## src/rtl/core_pkg.sv

```systemverilog
// Shared core constants: register-file geometry and the forwarding-select encoding
// used by the execute-stage operand muxes.
package core_pkg;

  localparam int REG_ADDR_W = 3;

  localparam logic [REG_ADDR_W-1:0] R0 = '0;

  typedef enum logic [1:0] {
    FWD_REG = 2'b00,
    FWD_WB  = 2'b01,
    FWD_MEM = 2'b10
  } fwd_sel_e;

endpackage

```

## src/rtl/hazard_forward_unit_if.sv

```systemverilog
// ID-stage to hazard-unit bundle. Statistics counters exist only when
// HAZARD_STATS_EN is defined.
interface hazard_forward_unit_if #(
  parameter int REG_ADDR_W = core_pkg::REG_ADDR_W
`ifdef HAZARD_STATS_EN
  , parameter int CNT_W = 16
`endif
);

  logic                  id_valid;
  logic [REG_ADDR_W-1:0] id_rs1;
  logic [REG_ADDR_W-1:0] id_rs2;
  logic                  id_uses_rs2;
  logic [REG_ADDR_W-1:0] id_rd;
  logic                  id_reg_write;
  logic                  id_mem_read;
  logic                  ex_branch_taken;

  logic [1:0]            forwardA;
  logic [1:0]            forwardB;
  logic                  stall;
  logic                  id_ex_bubble;
  logic                  flush_if_id;
`ifdef HAZARD_STATS_EN
  logic [CNT_W-1:0]      stall_count;
  logic [CNT_W-1:0]      flush_count;
`endif

  modport master (
    output id_valid, id_rs1, id_rs2, id_uses_rs2, id_rd, id_reg_write, id_mem_read,
           ex_branch_taken,
`ifdef HAZARD_STATS_EN
    input  stall_count, flush_count,
`endif
    input  forwardA, forwardB, stall, id_ex_bubble, flush_if_id
  );

  modport slave (
    input  id_valid, id_rs1, id_rs2, id_uses_rs2, id_rd, id_reg_write, id_mem_read,
           ex_branch_taken,
`ifdef HAZARD_STATS_EN
    output stall_count, flush_count,
`endif
    output forwardA, forwardB, stall, id_ex_bubble, flush_if_id
  );

endinterface

```

## src/rtl/fwd_select.sv

```systemverilog
// Compares one ID source register against the EX/MEM and MEM/WB shadows and
// returns the operand select; the younger (EX/MEM) producer takes priority.
module fwd_select
  import core_pkg::*;
#(
  parameter int ADDR_W = REG_ADDR_W
) (
  input  logic              i_src_en,
  input  logic [ADDR_W-1:0] i_src,
  input  logic              i_ex_valid,
  input  logic              i_ex_reg_write,
  input  logic [ADDR_W-1:0] i_ex_rd,
  input  logic              i_mem_valid,
  input  logic              i_mem_reg_write,
  input  logic [ADDR_W-1:0] i_mem_rd,
  output fwd_sel_e          o_sel
);

  logic w_ex_hit;
  logic w_mem_hit;

  // NOTE: every always_comb output gets a default first so no path infers a latch.
  always_comb begin
    w_ex_hit  = i_src_en && i_ex_valid && i_ex_reg_write &&
                (i_ex_rd != '0) && (i_src == i_ex_rd);
    w_mem_hit = i_src_en && i_mem_valid && i_mem_reg_write &&
                (i_mem_rd != '0) && (i_src == i_mem_rd);
    o_sel     = FWD_REG;
    if (w_ex_hit) begin
      o_sel = FWD_MEM;
    end else if (w_mem_hit) begin
      o_sel = FWD_WB;
    end
  end

endmodule

```

## src/rtl/hazard_forward_unit.sv

```systemverilog
// Execute-stage forwarding, load-use stall and taken-branch flush control.
// Define HAZARD_STATS_EN to add saturating stall/flush counters.
module hazard_forward_unit #(
  parameter int REG_ADDR_W = core_pkg::REG_ADDR_W
`ifdef HAZARD_STATS_EN
  , parameter int CNT_W = 16
`endif
) (
  input logic                clk,
  input logic                rst,
  hazard_forward_unit_if.slave bus
);

  logic [REG_ADDR_W-1:0] r_ex_rd;
  logic                  r_ex_reg_write;
  logic                  r_ex_mem_read;
  logic                  r_ex_valid;
  logic [REG_ADDR_W-1:0] r_mem_rd;
  logic                  r_mem_reg_write;
  logic                  r_mem_valid;

  core_pkg::fwd_sel_e    r_fwd_a;
  core_pkg::fwd_sel_e    r_fwd_b;
  core_pkg::fwd_sel_e    w_sel_a;
  core_pkg::fwd_sel_e    w_sel_b;

  logic                  w_load_use;
  logic                  w_stall;
  logic                  w_bubble;

  fwd_select #(.ADDR_W(REG_ADDR_W)) u_fwd_rs1 (
    .i_src_en        (bus.id_valid),
    .i_src           (bus.id_rs1),
    .i_ex_valid      (r_ex_valid),
    .i_ex_reg_write  (r_ex_reg_write),
    .i_ex_rd         (r_ex_rd),
    .i_mem_valid     (r_mem_valid),
    .i_mem_reg_write (r_mem_reg_write),
    .i_mem_rd        (r_mem_rd),
    .o_sel           (w_sel_a)
  );

  fwd_select #(.ADDR_W(REG_ADDR_W)) u_fwd_rs2 (
    .i_src_en        (bus.id_valid && bus.id_uses_rs2),
    .i_src           (bus.id_rs2),
    .i_ex_valid      (r_ex_valid),
    .i_ex_reg_write  (r_ex_reg_write),
    .i_ex_rd         (r_ex_rd),
    .i_mem_valid     (r_mem_valid),
    .i_mem_reg_write (r_mem_reg_write),
    .i_mem_rd        (r_mem_rd),
    .o_sel           (w_sel_b)
  );

  // A load in EX cannot supply its data until MEM, so a dependent ID instruction waits.
  assign w_load_use = bus.id_valid && r_ex_valid && r_ex_mem_read && (r_ex_rd != '0) &&
                      ((bus.id_rs1 == r_ex_rd) ||
                       (bus.id_uses_rs2 && (bus.id_rs2 == r_ex_rd)));

  // A taken branch squashes the ID instruction anyway, so it overrides the stall.
  assign w_stall  = w_load_use && !bus.ex_branch_taken;
  assign w_bubble = w_stall || bus.ex_branch_taken;

  assign bus.stall        = w_stall;
  assign bus.id_ex_bubble = w_bubble;
  assign bus.flush_if_id  = bus.ex_branch_taken;
  assign bus.forwardA     = r_fwd_a;
  assign bus.forwardB     = r_fwd_b;

  // NOTE: sequential state uses non-blocking assignments so every register samples pre-edge values.
  always_ff @(posedge clk or posedge rst) begin
    if (rst) begin
      r_ex_rd         <= '0;
      r_ex_reg_write  <= 1'b0;
      r_ex_mem_read   <= 1'b0;
      r_ex_valid      <= 1'b0;
      r_mem_rd        <= '0;
      r_mem_reg_write <= 1'b0;
      r_mem_valid     <= 1'b0;
      r_fwd_a         <= core_pkg::FWD_REG;
      r_fwd_b         <= core_pkg::FWD_REG;
    end else begin
      r_mem_rd        <= r_ex_rd;
      r_mem_reg_write <= r_ex_reg_write;
      r_mem_valid     <= r_ex_valid;
      r_ex_rd         <= bus.id_rd;
      r_ex_reg_write  <= bus.id_reg_write;
      r_ex_mem_read   <= bus.id_mem_read;
      r_ex_valid      <= bus.id_valid && !w_bubble;
      if (w_bubble) begin
        r_fwd_a <= core_pkg::FWD_REG;
        r_fwd_b <= core_pkg::FWD_REG;
      end else begin
        r_fwd_a <= w_sel_a;
        r_fwd_b <= w_sel_b;
      end
    end
  end

`ifdef HAZARD_STATS_EN
  logic [CNT_W-1:0] r_stall_cnt;
  logic [CNT_W-1:0] r_flush_cnt;

  always_ff @(posedge clk or posedge rst) begin
    if (rst) begin
      r_stall_cnt <= '0;
      r_flush_cnt <= '0;
    end else begin
      if (w_stall && (r_stall_cnt != '1)) begin
        r_stall_cnt <= r_stall_cnt + CNT_W'(1);
      end
      if (bus.ex_branch_taken && (r_flush_cnt != '1)) begin
        r_flush_cnt <= r_flush_cnt + CNT_W'(1);
      end
    end
  end

  assign bus.stall_count = r_stall_cnt;
  assign bus.flush_count = r_flush_cnt;
`endif

endmodule

```

## src/flat_wrapper.sv

```systemverilog
// flat-port wrapper written by rule: the top's interface ports become plain ports
module hazard_forward_unit_flat 
#(
  parameter int REG_ADDR_W = core_pkg::REG_ADDR_W

)
  (clk, rst, bus_id_valid, bus_id_rs1, bus_id_rs2, bus_id_uses_rs2, bus_id_rd, bus_id_reg_write, bus_id_mem_read, bus_ex_branch_taken, bus_forwardA, bus_forwardB, bus_stall, bus_id_ex_bubble, bus_flush_if_id);
  hazard_forward_unit_if #(.REG_ADDR_W(REG_ADDR_W)) bus_i ();
  input logic clk;
  input logic rst;
  input wire logic [$bits(bus_i.id_valid)-1:0] bus_id_valid;
  input wire logic [$bits(bus_i.id_rs1)-1:0] bus_id_rs1;
  input wire logic [$bits(bus_i.id_rs2)-1:0] bus_id_rs2;
  input wire logic [$bits(bus_i.id_uses_rs2)-1:0] bus_id_uses_rs2;
  input wire logic [$bits(bus_i.id_rd)-1:0] bus_id_rd;
  input wire logic [$bits(bus_i.id_reg_write)-1:0] bus_id_reg_write;
  input wire logic [$bits(bus_i.id_mem_read)-1:0] bus_id_mem_read;
  input wire logic [$bits(bus_i.ex_branch_taken)-1:0] bus_ex_branch_taken;
  output wire logic [$bits(bus_i.forwardA)-1:0] bus_forwardA;
  output wire logic [$bits(bus_i.forwardB)-1:0] bus_forwardB;
  output wire logic [$bits(bus_i.stall)-1:0] bus_stall;
  output wire logic [$bits(bus_i.id_ex_bubble)-1:0] bus_id_ex_bubble;
  output wire logic [$bits(bus_i.flush_if_id)-1:0] bus_flush_if_id;
  assign bus_i.id_valid = bus_id_valid;
  assign bus_i.id_rs1 = bus_id_rs1;
  assign bus_i.id_rs2 = bus_id_rs2;
  assign bus_i.id_uses_rs2 = bus_id_uses_rs2;
  assign bus_i.id_rd = bus_id_rd;
  assign bus_i.id_reg_write = bus_id_reg_write;
  assign bus_i.id_mem_read = bus_id_mem_read;
  assign bus_i.ex_branch_taken = bus_ex_branch_taken;
  assign bus_forwardA = bus_i.forwardA;
  assign bus_forwardB = bus_i.forwardB;
  assign bus_stall = bus_i.stall;
  assign bus_id_ex_bubble = bus_i.id_ex_bubble;
  assign bus_flush_if_id = bus_i.flush_if_id;
  hazard_forward_unit #(.REG_ADDR_W(REG_ADDR_W)) u_core (.clk(clk), .rst(rst), .bus(bus_i));
endmodule
```

## config.mk

```make
export PLATFORM = sky130hd
export DESIGN_NAME = hazard_forward_unit_flat
export DESIGN_NICKNAME = d
export VERILOG_FILES = /design/src/rtl/core_pkg.sv /design/src/rtl/hazard_forward_unit_if.sv /design/src/rtl/fwd_select.sv /design/src/rtl/hazard_forward_unit.sv /design/src/flat_wrapper.sv
export SDC_FILE = /design/constraint.sdc
export NUM_CORES = 1
export LEC_CHECK = 0
export BUFFER_PORTS_ARGS = -buffer_cell sky130_fd_sc_hd__buf_2
export CORE_MARGIN = 1
export CORE_UTILIZATION = 43
export DETAILED_ROUTE_END_ITERATION = 10
export HOLD_SLACK_MARGIN = 0.12
export PLACE_DENSITY = 0.7
export SLEW_MARGIN = 20
export SYNTH_ARGS = -nofsm -noshare
export SYNTH_HDL_FRONTEND = slang
export SYNTH_HIERARCHICAL = 1
export SYNTH_SLANG_ARGS = --single-unit
```

## constraint.sdc

```tcl
create_clock -name clk -period 1.35 [get_ports clk]
set_input_delay 0.135 -clock clk [delete_from_list [all_inputs] [get_ports clk]]
set_output_delay 0.135 -clock clk [all_outputs]
set_load 0.02 [all_outputs]
```

==> run_results.csv, run 1 <==
group,metric,value,unit
worst_setup_path,worstSetupPathDepth,5,
die,ports_placed_on_the_boundary,23,
place,placer_s_final_routability_congestion_estimate,0.783,
outcome,status,"complete, but fails checks",
global_routing,groute.usage.overall,0.199,
global_routing,first_global_vias,615,
die,die-width,43.5,um
global_routing,grt.overflow.total,0,
cts,clock_latency,0.27,ns
worst_setup_path,crit_chain,"or3_1, nand4_1, a21oi_2, or2_4, buf_6",
worst_setup_path,critical-path-top-delay-family,"simple AND/OR/NAND/NOR gates",
synthesis,syn_nets,82,
synthesis,netlist_area,741,sq um
routing,drc,2,
place,placedCellCount,106,
worst_setup_path,criticalPathCategory,"register to output pin",
routing,routedWlPerCell,13.7,um
sta,rsz0062_at_grt,"true",
pwr,worst_ir_drop_vdd,0.669,mV
sta,timing.final.setup_violations,7,
sta,period_needed,1.76,ns
cts,cts_root_buf,"clkbuf_4",
cts,clkTransAtPathRegs,0.08,ns
synthesis,seq_area_frac_synth,0.507,
sta,finalHoldViolCount,0,
global_routing,grt_first_pass_wirelength,2700,um
worst_setup_path,rr_endpoint,"u_core/bus.forwardA[0]$_DFF_PP0_",
cts,max-clock-path-buffers,2,
synthesis,synth_fa_ha_area_frac,0,
sta,timing.final.crit_share,1.30,
die,start_util,0.475,
worst_setup_path,worst-r2r-setup-slack,-0.26,ns
worst_setup_path,critical_path_end_type,"output pin",
cells_and_area,antenna-diode-count,0,
synthesis,yosys_warnings,6,
cells_and_area,finalNonFillerCells,118,
worst_setup_path,rr_worst_depth,7,
global_routing,initial_antenna_violation_count,0,
synthesis,synth_area_in_compound_gates,0.0726,
cts,tritoncts,"built",
place,detailedPlacementHpwl,1060,um
synthesis,ys_top_cells_by_area,"dfrtp_1 51%, xnor2_1 12%, nand4_1 5.1%",
worst_setup_path,crit_path_start_kind,"register",
die,std_cell_rows,14,
cts,cts-buffers-inserted,3,
worst_hold_path,min-delay-path-class,"input pin to register",
synthesis,netlist-cell-type-count,20,
pwr,design_power_total,0.897,mW
die,dieArea,0.00189,sq mm
synthesis,avgSynthCellArea,11.2,sq um
sta,worst_slew_pin_slew,0.562,ns
synthesis,post_synth_and_or_nand_nor_area_fraction,0.220,
routing,drtPass1Iterations,7,
worst_setup_path,critPathBufInv,1,
worst_setup_path,cpPeakStageDelay,0.45,ns
routing,drt_first_iter_violations,10,
sta,final_max_slew_viol_count,0,
synthesis,ys_ff_latch,15,
cts,cts-htree-levels,1,
global_routing,grt_max_degree,16,
cts,cts_sinks,15,
worst_setup_path,critPathMaxFanout,5,
worst_setup_path,worstSetupEndpoint,"bus_id_ex_bubble",
worst_setup_path,critical-path-slowest-cell,"dfrtp_2",
sta,max_freq,0.569,GHz
worst_setup_path,crit_path_start,"u_core/r_ex_rd[1]$_DFF_PP0_",
routing,finalWirelength,1610,um
die,die_height,43.5,um
cells_and_area,final_util,0.677,
synthesis,muxShareOfSynthArea,0,
worst_setup_path,regToRegStartpoint,"u_core/r_ex_rd[0]$_DFF_PP0_",
pwr,pwr_cell_area,849,mW/mm^2
cells_and_area,nets,119,
routing,detailroute.via_count,622,
pwr,power.static_leakage,0.466,nW
routing,route.detailed.vias_per_inst,5.27,
sta,finalClockSkew,0.00697,ns
worst_setup_path,worstPathRequired,1.22,ns
die,core,0.00156,sq mm
place,placement.io_buffers,22,
outcome,failed_checks,"design-rule violations, negative setup slack",
worst_setup_path,worst-endpoint-arrival,1.62,ns
synthesis,combinational_family_with_the_most_area_after_synthesis,"simple AND/OR/NAND/NOR gates",
synthesis,synth.largest_area_cell,"dfrtp_1",
sta,slew_headroom,0.625,
cells_and_area,post_route_cells_drive_above_1_share,0.480,
sta,finalWorstSetupSlack,-0.406,ns
synthesis,yosys.area_share.xor_xnor,0.166,
cells_and_area,layout-area-overhead-vs-synth,42.6,%
synthesis,synthCells,66,
synthesis,post-synth-top-area-fraction,0.507,
routing,ant_nets,0,
job,drv_cap,0,
[worst min-delay path by stage]
stage,from,to,slack (ns),cells after the start
after floorplan,rst,u_core/bus.forwardA[0]$_DFF_PP0_,0.04,1
after global placement,rst,u_core/r_ex_mem_read$_DFF_PP0_,0.21,2
after detailed placement,rst,u_core/r_ex_mem_read$_DFF_PP0_,0.21,2
after CTS,bus_ex_branch_taken,u_core/bus.forwardB[1]$_DFF_PP0_,0.14,2
after global routing,bus_ex_branch_taken,u_core/bus.forwardB[1]$_DFF_PP0_,0.16,2
final,bus_ex_branch_taken,u_core/bus.forwardB[1]$_DFF_PP0_,0.17,2
[per-stage QoR]
stage                     hold slack [ns]  setup WS [ns]  TNS, ns  instance area, sq um
after floorplan                    0.0364        -0.0184  -0.0331                   752
after global placement              0.206         -0.133   -0.483                   897
after detailed placement            0.210         -0.156   -0.584                   897
after CTS                           0.143         -0.416    -1.48                  1030
after global routing                0.158         -0.456    -2.15                  1060
final                               0.166         -0.406    -1.64                  1060
[placed cells by master, fill, tap and decap left out]
master | netlist | layout
a211oi_2 | 2 | 2
a21oi_1 | 2 | 2
a21oi_2 | 1 | 1
and2_1 | 1 | 1
buf_2 | 0 | 20
buf_4 | 3 | 7
buf_6 | 0 | 2
clkbuf_1 | 0 | 1
clkbuf_4 | 0 | 3
dfrtp_1 | 15 | 12
dfrtp_2 | 0 | 3
dlygate4sd3_1 | 0 | 6
inv_1 | 1 | 1
nand2_1 | 2 | 2
nand3_2 | 0 | 1
nand4_1 | 6 | 6
nor2_1 | 4 | 4
nor2b_4 | 0 | 1
nor3_1 | 2 | 2
nor3b_1 | 5 | 2
nor3b_2 | 0 | 3
nor4_2 | 2 | 2
o21ai_0 | 2 | 2
or2_4 | 0 | 1
or3_1 | 1 | 1
xnor2_1 | 10 | 7
xnor2_2 | 0 | 3
xor2_1 | 4 | 4
[sequential cells by signal, summed over array words and instances (netlist names)]
signal and flops:
u_core/r_ex_valid 1, u_core/r_ex_reg_write 1, u_core/bus.forwardB 2, u_core/r_mem_rd 3, u_core/r_ex_rd 3, u_core/bus.forwardA 2
u_core/r_ex_mem_read 1, u_core/r_mem_reg_write 1, u_core/r_mem_valid 1
[power breakdown]
part | leakage (nW) | switching (mW) | total [mW] | internal (mW)
clock network | 0.0150 | 0.128 | 0.243 | 0.114
logic | 0.268 | 0.0827 | 0.169 | 0.0867
registers | 0.184 | 0.0178 | 0.485 | 0.467
[Yosys cell counts (all sizes together)]
master	count
a211oi	2
a21oi	3
and2	1
buf	3
dfrtp	15
inv	1
nand2	2
nand3	1
nand4	6
nor2	4
nor2b	1
nor3	2
nor3b	5
nor4	2
o21ai	2
or2	1
or3	1
xnor2	10
xor2	4
[routing by layer]
layer  wire length (um)  vias up  track usage
met5                  0        -            0
met4                  9        0       0.0375
met3                 71        2       0.0625
met2                810       17        0.345
met1                720      302        0.246
li1                   -      301            -
[area by class of cell]
class,count,area (sq um)
tap,16,20.0
fill,126,503
clock buffer,4,26.3
multi-input combinational,47,392
sequential,15,379
timing repair buffer,35,235
inverter,1,3.75
[cell families after synthesis]
kind of cell,Yosys count
simple gates,26
xor+xnor,14
buf+inv,4
flops,15
compound gates,7
[worst reg2reg max path, stage by stage, from the launching register on]
cell and delay (ns):
dfrtp_2 0.43, buf_4 0.16, buf_4 0.15, xnor2_2 0.14, nand4_1 0.13, a211oi_2 0.29
nor4_2 0.06, nor3b_1 0.14
[repair_timing]
action / 4_1_cts / 5_1_grt
endpoints found under the hold margin: 20 / 0
setup buffers: 2 / 0
pin swaps: 0 / 6
gates resized for setup: 7 / 6
hold buffers: 6 / 0
endpoints found under the setup margin: 7 / 7
gates cloned: 0 / 0
Power figures use the tool's default switching activity.
==> inputs of run 2 (changes only) <==
--- a/config.mk
+++ b/config.mk
@@ -5,7 +5,7 @@
 export SDC_FILE = /design/constraint.sdc
 export NUM_CORES = 1
 export LEC_CHECK = 0
-export BUFFER_PORTS_ARGS = -buffer_cell sky130_fd_sc_hd__buf_2
+export BUFFER_PORTS_ARGS = -buffer_cell sky130_fd_sc_hd__buf_4
 export CORE_MARGIN = 1
 export CORE_UTILIZATION = 43
 export DETAILED_ROUTE_END_ITERATION = 10
==> run 2 against run 1 <==
  * The flow still finishes with violations (design-rule violations, negative setup slack)
  * Wire length increased by 5.5%
  * First-iteration DRC count grew 40%
  * Non-clock buffer count grew 3
  * Register-to-register slack improved by 0.08 ns
  * Sequential share of layout area shrank 4.4 points
  * Critical path depth is 1 higher
  * Clock power up 8.6%
  * Core utilization increased by 9.4 points
  * Total power grew 7.0%
  * Count of clock-buffer cells in the layout fell by 1
  * Largest cell class unchanged
==> run_results.csv, run 2 (synthesis gave the netlist of run 1 again) <==
group,metric,value,unit
pwr,worst_ir_drop_vdd,0.842,mV
sta,finalClockSkew,0.00358,ns
cells_and_area,layout-area-overhead-vs-synth,62.3,%
place,area_after_detailed_placement,960,sq um
global_routing,first_global_vias,624,
cts,tritoncts,"built",
cells_and_area,layout_top_registers,"u_core/r_ex_rd (3), u_core/r_mem_rd (3)",
worst_hold_path,hold-path-cell-count,2,
worst_setup_path,critical_path_end_type,"output pin",
cells_and_area,layout.filler_cells,106,
place,detailedPlacementHpwl,1120,um
pwr,power.static_leakage,0.519,nW
global_routing,initial_antenna_violation_count,0,
routing,drtPass1Iterations,7,
cts,clock_latency,0.29,ns
routing,route.detailed.vias_per_inst,5.29,
global_routing,groute.usage.overall,0.207,
cells_and_area,nets,122,
routing,detailroute.via_count,640,
cts,cts_sinks,15,
sta,final.setup.tns,-1.38,ns
die,core,0.00156,sq mm
cells_and_area,fin_area,0.00120,sq mm
die,die-width,43.5,um
sta,worst_slew_pin_slew,0.562,ns
sta,timing.final.crit_share,1.32,
routing,finalWirelength,1700,um
sta,rsz0062_at_grt,"true",
sta,max_freq,0.561,GHz
routing,drt_first_iter_violations,14,
pwr,pwr_cell_area,798,mW/mm^2
cells_and_area,most-common-layout-cells,"26 x buf_4, 12 x dfrtp_1, 7 x dlygate4sd3_1, 6 x nand4_1",
die,dieArea,0.00189,sq mm
outcome,status,"complete, but fails checks",
cts,cts_root_buf,"clkbuf_4",
routing,ant_nets,0,
cts,max-clock-path-buffers,2,
global_routing,grt.overflow.total,0,
cells_and_area,multi_input_comb_area,439,sq um
routing,routedWlPerCell,14.0,um
global_routing,grt_max_degree,16,
die,std_cell_rows,14,
cells_and_area,final_common_cell,"buf_4",
job,drv_cap,0,
sta,period_needed,1.78,ns
die,die_height,43.5,um
global_routing,grt_first_pass_wirelength,2740,um
sta,slew_headroom,0.625,
worst_setup_path,criticalPathCategory,"register to output pin",
worst_setup_path,worst-endpoint-arrival,1.65,ns
worst_setup_path,crit_path_start_kind,"register",
die,start_util,0.475,
cts,clkTransAtPathRegs,0.09,ns
cells_and_area,post_route_cells_drive_above_1_share,0.552,
sta,final_max_slew_viol_count,0,
sta,finalHoldViolCount,0,
worst_setup_path,worstPathRequired,1.22,ns
routing,drc,2,
worst_setup_path,rr_worst_depth,6,
worst_setup_path,critPathMaxFanout,5,
cells_and_area,seqCellArea,379,sq um
sta,finalWorstSetupSlack,-0.433,ns
place,placer_s_final_routability_congestion_estimate,0.817,
cts,cts-buffers-inserted,3,
cts,cts-htree-levels,1,
place,placement.io_buffers,22,
die,ports_placed_on_the_boundary,23,
worst_hold_path,min-delay-path-class,"input pin to register",
cells_and_area,antenna-diode-count,0,
outcome,failed_checks,"design-rule violations, negative setup slack",
sta,timing.final.setup_violations,7,
## run 2: final timing paths
kind	end	slack (ns)	from
min	u_core/r_ex_valid$_DFF_PP0_	0.14	bus_id_valid
min reg2reg	u_core/r_mem_reg_write$_DFF_PP0_	0.42	u_core/r_ex_reg_write$_DFF_PP0_
max reg2reg	u_core/bus.forwardA[0]$_DFF_PP0_	-0.18	u_core/r_ex_rd[1]$_DFF_PP0_
min in group asynchronous	u_core/bus.forwardA[1]$_DFF_PP0_	0.44	rst
max in group asynchronous	u_core/r_ex_rd[2]$_DFF_PP0_	0.51	rst
max	bus_stall	-0.43	u_core/r_ex_rd[1]$_DFF_PP0_
## run 2: routing by layer
metal | track usage | vias to the layer above | share of wire
met5 | 0 | - | 0
met2 | 0.355 | 23 | 0.54
li1 | - | 307 | -
met4 | 0.0563 | 0 | 0.0065
met1 | 0.243 | 307 | 0.40
met3 | 0.0792 | 3 | 0.058
## run 2: repair_timing
item | in CTS | in global routing
hold buffers | 7 | 0
pin swaps | 7 | 9
endpoints found under the hold margin | 25 | 0
setup endpoints to repair | 7 | 7
gates resized for setup | 11 | 11
cloned | 0 | 0
setup buffers | 2 | 1
## run 2: through the flow
stage	setup slack [ns]	hold WS [ns]	cells	total power [mW]	util
6_report	-0.433	0.140	121	0.960	0.771
5_1_grt	-0.496	0.125	121	1.01	0.771
4_1_cts	-0.435	0.137	120	0.949	0.733
3_5_place_dp	-0.131	0.226	107	0.643	0.616
3_3_place_gp	-0.125	0.222	107	0.641	0.616
2_1_floorplan	-0.0184	0.0364	66	0.565	-
## run 2: area by class of cell
cell class | count | area share
tap | 16 | 0.0166
inverter | 1 | 0.00312
clock buffer | 3 | 0.0187
multi-input combinational | 47 | 0.365
sequential | 15 | 0.315
timing repair buffer | 38 | 0.275
clock inverter | 1 | 0.00624
## run 2: where the power goes
group / total (mW) / internal (mW) / switching (mW) / leakage, nW
registers: 0.483 / 0.467 / 0.0164 / 0.184
clock network: 0.264 / 0.113 / 0.151 / 0.0139
logic: 0.212 / 0.118 / 0.0937 / 0.321
total: 0.960 / 0.698 / 0.262 / 0.519
## run 2: critical path, stage by stage (launching register included)
cell and delay (ns):
dfrtp_2 0.45, buf_12 0.14, xnor2_2 0.13, nand4_1 0.15
a21oi_4 0.20, nor2b_4 0.16, buf_6 0.12
